<file path="src/rtl/sdram_arb_pkg.sv">
// Shared encodings for the SDRAM port arbiter: FSM states, grant owner codes and
// the width of the host starvation counter.
package sdram_arb_pkg;

  typedef enum logic [1:0] {
    IDLE    = 2'd0,
    ISSUE   = 2'd1,
    HOLD    = 2'd2,
    RELEASE = 2'd3
  } state_t;

  localparam logic [1:0] OWN_NONE = 2'd0;
  localparam logic [1:0] OWN_CART = 2'd1;
  localparam logic [1:0] OWN_HRD  = 2'd2;
  localparam logic [1:0] OWN_HWR  = 2'd3;

  // Holds STARVE_LIMIT values up to 15.
  localparam int unsigned CNT_W = 4;

endpackage

</file>
<file path="src/rtl/sdram_arb_pick.sv">
// Winner selection between the cart and host ports: fixed cart priority,
// overridden once the host has waited STARVE_LIMIT cart grants.
module sdram_arb_pick
  import sdram_arb_pkg::*;
#(
  parameter int unsigned STARVE_LIMIT = 4
) (
  input  logic             clk,
  input  logic             reset,
  input  logic             cart_rd,
  input  logic             host_rd,
  input  logic             host_wr,
  input  logic             idle,
  input  logic             grant,
  output logic [1:0]       winner_c,
  output logic [CNT_W-1:0] starve_cnt
);

  logic host_pend;
  logic starved;

  assign host_pend = host_rd | host_wr;
  assign starved   = host_pend && (starve_cnt == CNT_W'(STARVE_LIMIT));

  // A host asserting read and write together is treated as a write.
  always_comb begin
    winner_c = OWN_NONE;
    if (cart_rd && !starved) begin
      winner_c = OWN_CART;
    end else if (host_pend) begin
      winner_c = host_wr ? OWN_HWR : OWN_HRD;
    end
  end

  always_ff @(posedge clk) begin
    if (reset) begin
      starve_cnt <= '0;
    end else if (grant) begin
      if (winner_c == OWN_CART) begin
        if (host_pend && (starve_cnt < CNT_W'(STARVE_LIMIT))) begin
          starve_cnt <= starve_cnt + CNT_W'(1);
        end
      end else begin
        starve_cnt <= '0;
      end
    end else if (idle && !host_pend) begin
      starve_cnt <= '0;
    end
  end

endmodule

</file>
<file path="src/rtl/sdram_port_arbiter.sv">
// Shares one SDRAM controller read/write port pair between the cart read path
// and the host port, with four-phase req/ack handshakes on every side.
module sdram_port_arbiter
  import sdram_arb_pkg::*;
#(
  parameter int unsigned ADDR_W       = 32,
  parameter int unsigned DATA_W       = 16,
  parameter int unsigned STARVE_LIMIT = 4
) (
  input  logic              clk,
  input  logic              reset,
  input  logic              cart_rd,
  input  logic [ADDR_W-1:0] cart_addr,
  output logic [DATA_W-1:0] cart_data,
  output logic              cart_ack,
  input  logic              host_rd,
  input  logic              host_wr,
  input  logic [ADDR_W-1:0] host_addr,
  input  logic [DATA_W-1:0] host_wdata,
  output logic [DATA_W-1:0] host_rdata,
  output logic              host_ack,
  output logic              mem_rd,
  output logic [ADDR_W-1:0] mem_raddr,
  input  logic [DATA_W-1:0] mem_rdata,
  input  logic              mem_rack,
  output logic              mem_wr,
  output logic [ADDR_W-1:0] mem_waddr,
  output logic [DATA_W-1:0] mem_wdata,
  input  logic              mem_wack,
  output logic [1:0]        owner,
  output logic              busy
);

  state_t            state, state_nxt;
  logic [1:0]        owner_nxt, winner_c;
  logic [DATA_W-1:0] cart_data_nxt, host_rdata_nxt, mem_wdata_nxt;
  logic [ADDR_W-1:0] mem_raddr_nxt, mem_waddr_nxt;
  logic              cart_ack_nxt, host_ack_nxt, mem_rd_nxt, mem_wr_nxt, busy_nxt;
  logic              grant_c, req_live_c, mem_ack_c;
  logic [CNT_W-1:0]  starve_cnt;

  // IDLE never grants while the controller still shows an old ack.
  assign grant_c   = (state == IDLE) && (cart_rd | host_rd | host_wr) && !mem_rack && !mem_wack;
  assign mem_ack_c = (owner == OWN_HWR) ? mem_wack : mem_rack;

  always_comb begin
    case (owner)
      OWN_CART: req_live_c = cart_rd;
      OWN_HRD:  req_live_c = host_rd;
      OWN_HWR:  req_live_c = host_wr;
      default:  req_live_c = 1'b0;
    endcase
  end

  sdram_arb_pick #(
    .STARVE_LIMIT(STARVE_LIMIT)
  ) u_pick (
    .clk       (clk),
    .reset     (reset),
    .cart_rd   (cart_rd),
    .host_rd   (host_rd),
    .host_wr   (host_wr),
    .idle      (state == IDLE),
    .grant     (grant_c),
    .winner_c  (winner_c),
    .starve_cnt(starve_cnt)
  );

  always_comb begin
    state_nxt      = state;
    owner_nxt      = owner;
    cart_data_nxt  = cart_data;
    host_rdata_nxt = host_rdata;
    cart_ack_nxt   = cart_ack;
    host_ack_nxt   = host_ack;
    mem_rd_nxt     = mem_rd;
    mem_wr_nxt     = mem_wr;
    mem_raddr_nxt  = mem_raddr;
    mem_waddr_nxt  = mem_waddr;
    mem_wdata_nxt  = mem_wdata;
    case (state)
      IDLE: begin
        if (grant_c) begin
          owner_nxt = winner_c;
          if (winner_c == OWN_HWR) begin
            mem_wr_nxt    = 1'b1;
            mem_waddr_nxt = host_addr;
            mem_wdata_nxt = host_wdata;
          end else begin
            mem_rd_nxt    = 1'b1;
            mem_raddr_nxt = (winner_c == OWN_CART) ? cart_addr : host_addr;
          end
          state_nxt = ISSUE;
        end
      end
      ISSUE: begin
        if (mem_ack_c) begin
          if (owner == OWN_CART) cart_data_nxt = mem_rdata;
          if (owner == OWN_HRD)  host_rdata_nxt = mem_rdata;
          if (req_live_c) begin
            cart_ack_nxt = (owner == OWN_CART);
            host_ack_nxt = (owner != OWN_CART);
            state_nxt    = HOLD;
          end else begin
            // Requester gave up: finish with the controller silently.
            mem_rd_nxt = 1'b0;
            mem_wr_nxt = 1'b0;
            state_nxt  = RELEASE;
          end
        end
      end
      HOLD: begin
        if (!req_live_c) begin
          cart_ack_nxt = 1'b0;
          host_ack_nxt = 1'b0;
          mem_rd_nxt   = 1'b0;
          mem_wr_nxt   = 1'b0;
          state_nxt    = RELEASE;
        end
      end
      RELEASE: begin
        if (!mem_ack_c) begin
          owner_nxt = OWN_NONE;
          state_nxt = IDLE;
        end
      end
      default: state_nxt = IDLE;
    endcase
    busy_nxt = (state_nxt != IDLE);
  end

  always_ff @(posedge clk) begin
    if (reset) begin
      state      <= IDLE;
      owner      <= OWN_NONE;
      cart_data  <= '0;
      host_rdata <= '0;
      cart_ack   <= 1'b0;
      host_ack   <= 1'b0;
      mem_rd     <= 1'b0;
      mem_wr     <= 1'b0;
      mem_raddr  <= '0;
      mem_waddr  <= '0;
      mem_wdata  <= '0;
      busy       <= 1'b0;
    end else begin
      state      <= state_nxt;
      owner      <= owner_nxt;
      cart_data  <= cart_data_nxt;
      host_rdata <= host_rdata_nxt;
      cart_ack   <= cart_ack_nxt;
      host_ack   <= host_ack_nxt;
      mem_rd     <= mem_rd_nxt;
      mem_wr     <= mem_wr_nxt;
      mem_raddr  <= mem_raddr_nxt;
      mem_waddr  <= mem_waddr_nxt;
      mem_wdata  <= mem_wdata_nxt;
      busy       <= busy_nxt;
    end
  end

endmodule

</file>
<file path="config.mk">
export PLATFORM = sky130hd
export DESIGN_NAME = sdram_port_arbiter
export DESIGN_NICKNAME = d
export VERILOG_FILES = /design/src/rtl/sdram_arb_pkg.sv /design/src/rtl/sdram_arb_pick.sv /design/src/rtl/sdram_port_arbiter.sv
export SDC_FILE = /design/constraint.sdc
export NUM_CORES = 1
export LEC_CHECK = 0
export CAP_MARGIN = 20
export CELL_PAD_IN_SITES_DETAIL_PLACEMENT = 0
export CELL_PAD_IN_SITES_GLOBAL_PLACEMENT = 1
export CORE_MARGIN = 4
export CORE_UTILIZATION = 30
export CTS_BUF_LIST = sky130_fd_sc_hd__clkbuf_16
export CTS_CLUSTER_SIZE = 40
export DETAILED_ROUTE_END_ITERATION = 8
export MAX_ROUTING_LAYER = met4
export PLACE_DENSITY = 0.78
export SLEW_MARGIN = 20
export SYNTH_ARGS = -nofsm -noshare
export SYNTH_HDL_FRONTEND = slang
export SYNTH_SLANG_ARGS = --single-unit
</file>
<file path="constraint.sdc">
create_clock -name clk -period 1.9 [get_ports clk]
set_input_delay 0.38 -clock clk [delete_from_list [all_inputs] [get_ports clk]]
set_output_delay 0.38 -clock clk [all_outputs]
set_load 0.05 [all_outputs]
</file>
==> impl_table.tex <==
\begin{tabular}{lr}
\hline
Metric & Value \\
\hline
\multicolumn{2}{l}{\textbf{Critical path}} \\
\quad Worst Setup Path Type & reg -> reg \\
\quad Worst reg2reg setup slack & 0.09 ns \\
\quad Kind of capture point of the worst setup path & flop \\
\quad Maximum single-stage delay on the critical path & roughly 0.34 ns \\
\quad Endpoint of the worst-slack reg-to-reg timing path & mem\_rd \\
\quad R2R cell count & 9 \\
\quad Signal arrival time at the worst endpoint & 2.11 ns \\
\quad Critical Path Fanout Max & 5 \\
\quad Crit Reg-Reg Startpoint & state[1] \\
\quad Required time of the worst setup path & 2.20 ns \\
\quad Critical Path, Cell by Cell & inv\_2, ha\_4, nor3b\_4, o31ai\_4, nor2\_4, buf\_12, buf\_4, o2111ai\_1, a31o\_1 \\
\quad Startpoint type of the worst setup path & flop \\
\quad Slowest stage cell, crit path & dfxtp\_1 \\
\multicolumn{2}{l}{\textbf{Timing}} \\
\quad Worst setup slack after layout & 0.0921 ns \\
\quad Final setup vio count & 0 \\
\quad Final Max Slew Viols & 0 \\
\quad Slew Limit Headroom & 64.4\% \\
\quad Hold violation total from the final report & 0 \\
\quad Maximum clock skew at final layout & 0.00492 ns \\
\quad Highest achievable clock rate & approximately 550 MHz \\
\quad Final Cycle Share & a little over nine tenths \\
\quad Transition time at the pin with the least slew margin & 0.536 ns \\
\quad Setup repair after global routing missed its margin & yes \\
\quad Shortest clock period the worst path allows after layout & 1.81 ns \\
\multicolumn{2}{l}{\textbf{Detailed routing}} \\
\quad DR pass1 iterations & 5 \\
\quad Iter 0 DRT Violations & 204 \\
\quad Via total after detailed routing & 5140 \\
\quad Met1 Routed Length & 7780 um \\
\quad Post-DR vias/cell & 4.76 \\
\quad Total DRC errors in the routed layout & 0 \\
\quad Top layer reached by signal wires & met4 \\
\quad Met3 wire length & 1750 um \\
\quad Antenna-violating nets left & 0 \\
\quad Met2 routed WL & 8010 um \\
\quad Routed wire length per instance & 16.4 um \\
\quad Wirelength, routed & 17700 um \\
\multicolumn{2}{l}{\textbf{Global routing}} \\
\quad Vias in the first global route & roughly 5.2k \\
\quad Aggregate global routing overflow & 0 \\
\quad First-pass GRT wire length & 28000 um \\
\quad All-Layer GR Usage & a little under a fifth \\
\quad Maximum number of pins on one net before global-route repair & 45 \\
\quad Antenna violations before repair & 1 \\
\multicolumn{2}{l}{\textbf{Placed design}} \\
\quad Final weighted congestion of routability-driven global placement & $\sim$0.91 \\
\quad Hpwl dp & 13000 um \\
\quad Area after DPL & 0.00772 mm\^{}2 \\
\quad Worst slack after detailed placement & -0.267 ns \\
\quad Input/output buffers & approximately 220 \\
\multicolumn{2}{l}{\textbf{Synthesis}} \\
\quad Top cell type's share of synthesized area & 48.9\% \\
\quad Total of warnings raised by yosys & 0 \\
\quad Main flop type after synthesis & dfxtp\_1 \\
\quad Top cells by area, synth & dfxtp\_1 (49\%), nand2\_1 (12\%), a21oi\_1 (8.8\%), mux2i\_1 (6.5\%), a211oi\_1 (3.7\%) \\
\quad Sequential-to-total area share from yosys stat & 48.9\% \\
\quad Post-synth cell types & 49 \\
\quad Number of nets produced by synthesis & 711 \\
\quad Most used standard cells in the synthesized netlist & nand2\_1 (167), dfxtp\_1 (125), a21oi\_1 (90), nor2\_1 (43), mux2i\_1 (33) \\
\quad Cell type contributing the most total cell area after synthesis & dfxtp\_1 \\
\quad Count of state elements after synthesis & around 130 \\
\quad Cells after synthesis & $\sim$600 \\
\quad Most common cell in the synthesized netlist & nand2\_1 \\
\quad Synthesized cell area & slightly above 0.005 mm\^{}2 \\
\quad Number of flops mapped to enable cells by yosys & 0 \\
\quad Fraction of registers with async set/reset & 0\% \\
\quad Average footprint of a synthesized cell & 8.52 um\^{}2 \\
\multicolumn{2}{l}{\textbf{Finish}} \\
\quad Area growth from synthesis to layout & 62.6\% \\
\quad Area used by sequential logic in the layout & 0.00250 mm\^{}2 \\
\quad Final nets & between 900 and 1k \\
\quad Number of inserted filler cells in the final layout & 1604 \\
\quad Layout cell share with drive strength beyond 1 & 17.1\% \\
\quad Total non-filler cell area in the finished layout & 0.00832 mm\^{}2 \\
\quad Share of the core filled with cells in the final layout & 50.0\% \\
\quad Multi-input logic area & between 0.002 and 0.0025 mm\^{}2 \\
\multicolumn{2}{l}{\textbf{Worst hold path}} \\
\quad End point of the most critical hold path & owner[1] \\
\quad Min-delay src & reset \\
\quad Hold Path Stages & 2 \\
\quad Worst Hold Class & in -> reg \\
\multicolumn{2}{l}{\textbf{Clock network}} \\
\quad TritonCTS clock tree & done \\
\quad Clock Root Buffer & clkbuf\_16 \\
\quad Clock net sink count & 125 \\
\quad Clock transition at the register clock pins on the worst setup and hold paths after CTS & 0.06 ns \\
\quad Deepest level of the CTS H-tree & 4 \\
\quad Clock buffer depth & 2 \\
\quad CTS buffer count & 17 \\
\quad Clock network latency to the later pin of the worst-skew pair & 0.41 ns \\
\multicolumn{2}{l}{\textbf{Die}} \\
\quad Starting density of the core & 30.8\% \\
\quad Chip Height & 139 um \\
\quad Core region area & 0.0166 mm\^{}2 \\
\quad Area enclosed by the die boundary & 0.0192 mm\^{}2 \\
\quad Die Wd & 139 um \\
\quad I/O pin total & 222 \\
\quad Number of rows in the core area & 47 \\
\multicolumn{2}{l}{\textbf{Power}} \\
\quad Overall power after layout & $\sim$8.3 mW \\
\quad Power density cells & 1000 mW/mm\^{}2 \\
\quad Share of total power in the clock network & 39.3\% \\
\quad Sw Ratio & about a third \\
\quad Combinational share of power & 26.0\% \\
\quad Worst-case vdd ir drop & between 500 and 600 uV \\
\quad Internal power of the cells & 5.72 mW \\
\quad Portion of total power attributed to sequential cells & 34.7\% \\
\quad Switching pwr & 2.62 mW \\
\quad Static Leak & around 3.5 nW \\
\multicolumn{2}{l}{\textbf{Run}} \\
\quad Max-cap violations & 0 \\
\multicolumn{2}{l}{\textbf{Status}} \\
\quad Status & complete, no violations \\
\hline
\end{tabular}
## worst max-delay path by stage
stage,startpoint,to,slack (ns),cells after the start
3_5_place_dp,host_rd,mem_raddr[28],-0.27,7
4_1_cts,state[1],mem_raddr[5],0.001,8
5_1_grt,state[0],mem_wr,-0.0007,7
2_1_floorplan,owner[0],busy,0.01,5
6_report,state[1],mem_rd,0.09,9
3_3_place_gp,host_wr,mem_raddr[28],-0.22,7
## final cells by class
cell class	count	share of cell area, %
timing repair buffer	269	30.1
sequential	125	30.1
clock inverter	15	2.07
tap	220	3.31
antenna	1	0.0301
multi-input combinational	422	28.8
inverter	11	0.496
clock buffer	17	5.11
## timing repair
action                     CTS  global route
setup endpoints to repair   92            82
pin swaps                    2             2
setup buffers                0             3
cloned                       0             1
hold buffers                 0             0
gates resized for setup     77             7
## metal layers
layer / vias to the layer above / GRT usage [%]
met5: - / -
met4: 0 / 4.69
met3: 12 / 9.07
met2: 223 / 28.4
met1: 2379 / 22.1
li1: 2526 / -
## cell families (layout without fill, tap and decap cells)
logic type / Yosys count / after routing / share of synthesized area (%)
compound gates: 149 / 149 / 18.6
xor+xnor: 1 / 1 / 0.171
fa+ha+maj: 7 / 7 / 1.71
buf+inv: 54 / 312 / 5.23
flops: 125 / 125 / 48.9
mux: 34 / 34 / 6.67
other cells: 0 / 1 / 0
simple gates: 231 / 231 / 18.7
## cell usage in the layout, fill, tap and decap left out, drive strengths merged, types with 9 or more instances in the layout
cell           netlist  final
nand2              167    167
dfxtp              125    125
clkdlybuf4s50        0    101
buf                 25     92
a21oi               90     90
dlygate4sd2          0     75
nor2                44     44
a211oi              35     35
mux2i               33     33
clkbuf              18     18
inv                 11     14
o21ai                9      9
## power by group through the flow
stage | Sequential, mW | Combinational [mW] | Clock (mW)
finish | 2.89 | 2.17 | 3.28
global route | 2.92 | 2.31 | 3.50
CTS | 2.90 | 2.10 | 3.38
detailed placement | 2.95 | 2.15 | 0
global placement | 2.95 | 2.11 | 0
floorplan | 3.49 | 0.730 | 0
## sequential cells by signal (all words and copies together) (netlist names)
signal / count
mem_raddr: 32
mem_waddr: 32
cart_data: 16
host_rdata: 16
mem_wdata: 16
u_pick.starve_cnt: 4
owner: 2
state: 2
busy: 1
cart_ack: 1
host_ack: 1
mem_rd: 1
mem_wr: 1
## through the flow
stage | cells | hold WS, ns | TNS [ns]
4_1_cts | 1075 | 0.367 | 0
2_1_floorplan | 601 | 0.429 | 0
3_3_place_gp | 1043 | 0.442 | -12.24
5_1_grt | 1080 | 0.385 | -0.000730
6_report | 1080 | 0.390 | 0
3_5_place_dp | 1043 | 0.445 | -19.26
## worst max-delay path, delay by kind of cell, from the launching register on
family | cells | cell delay [ns]
buf+inv | 3 | 0.35
fa+ha+maj | 1 | 0.15
flops | 1 | 0.34
simple gates | 2 | 0.39
compound gates | 3 | 0.45
(Power assumes the default switching activity.)
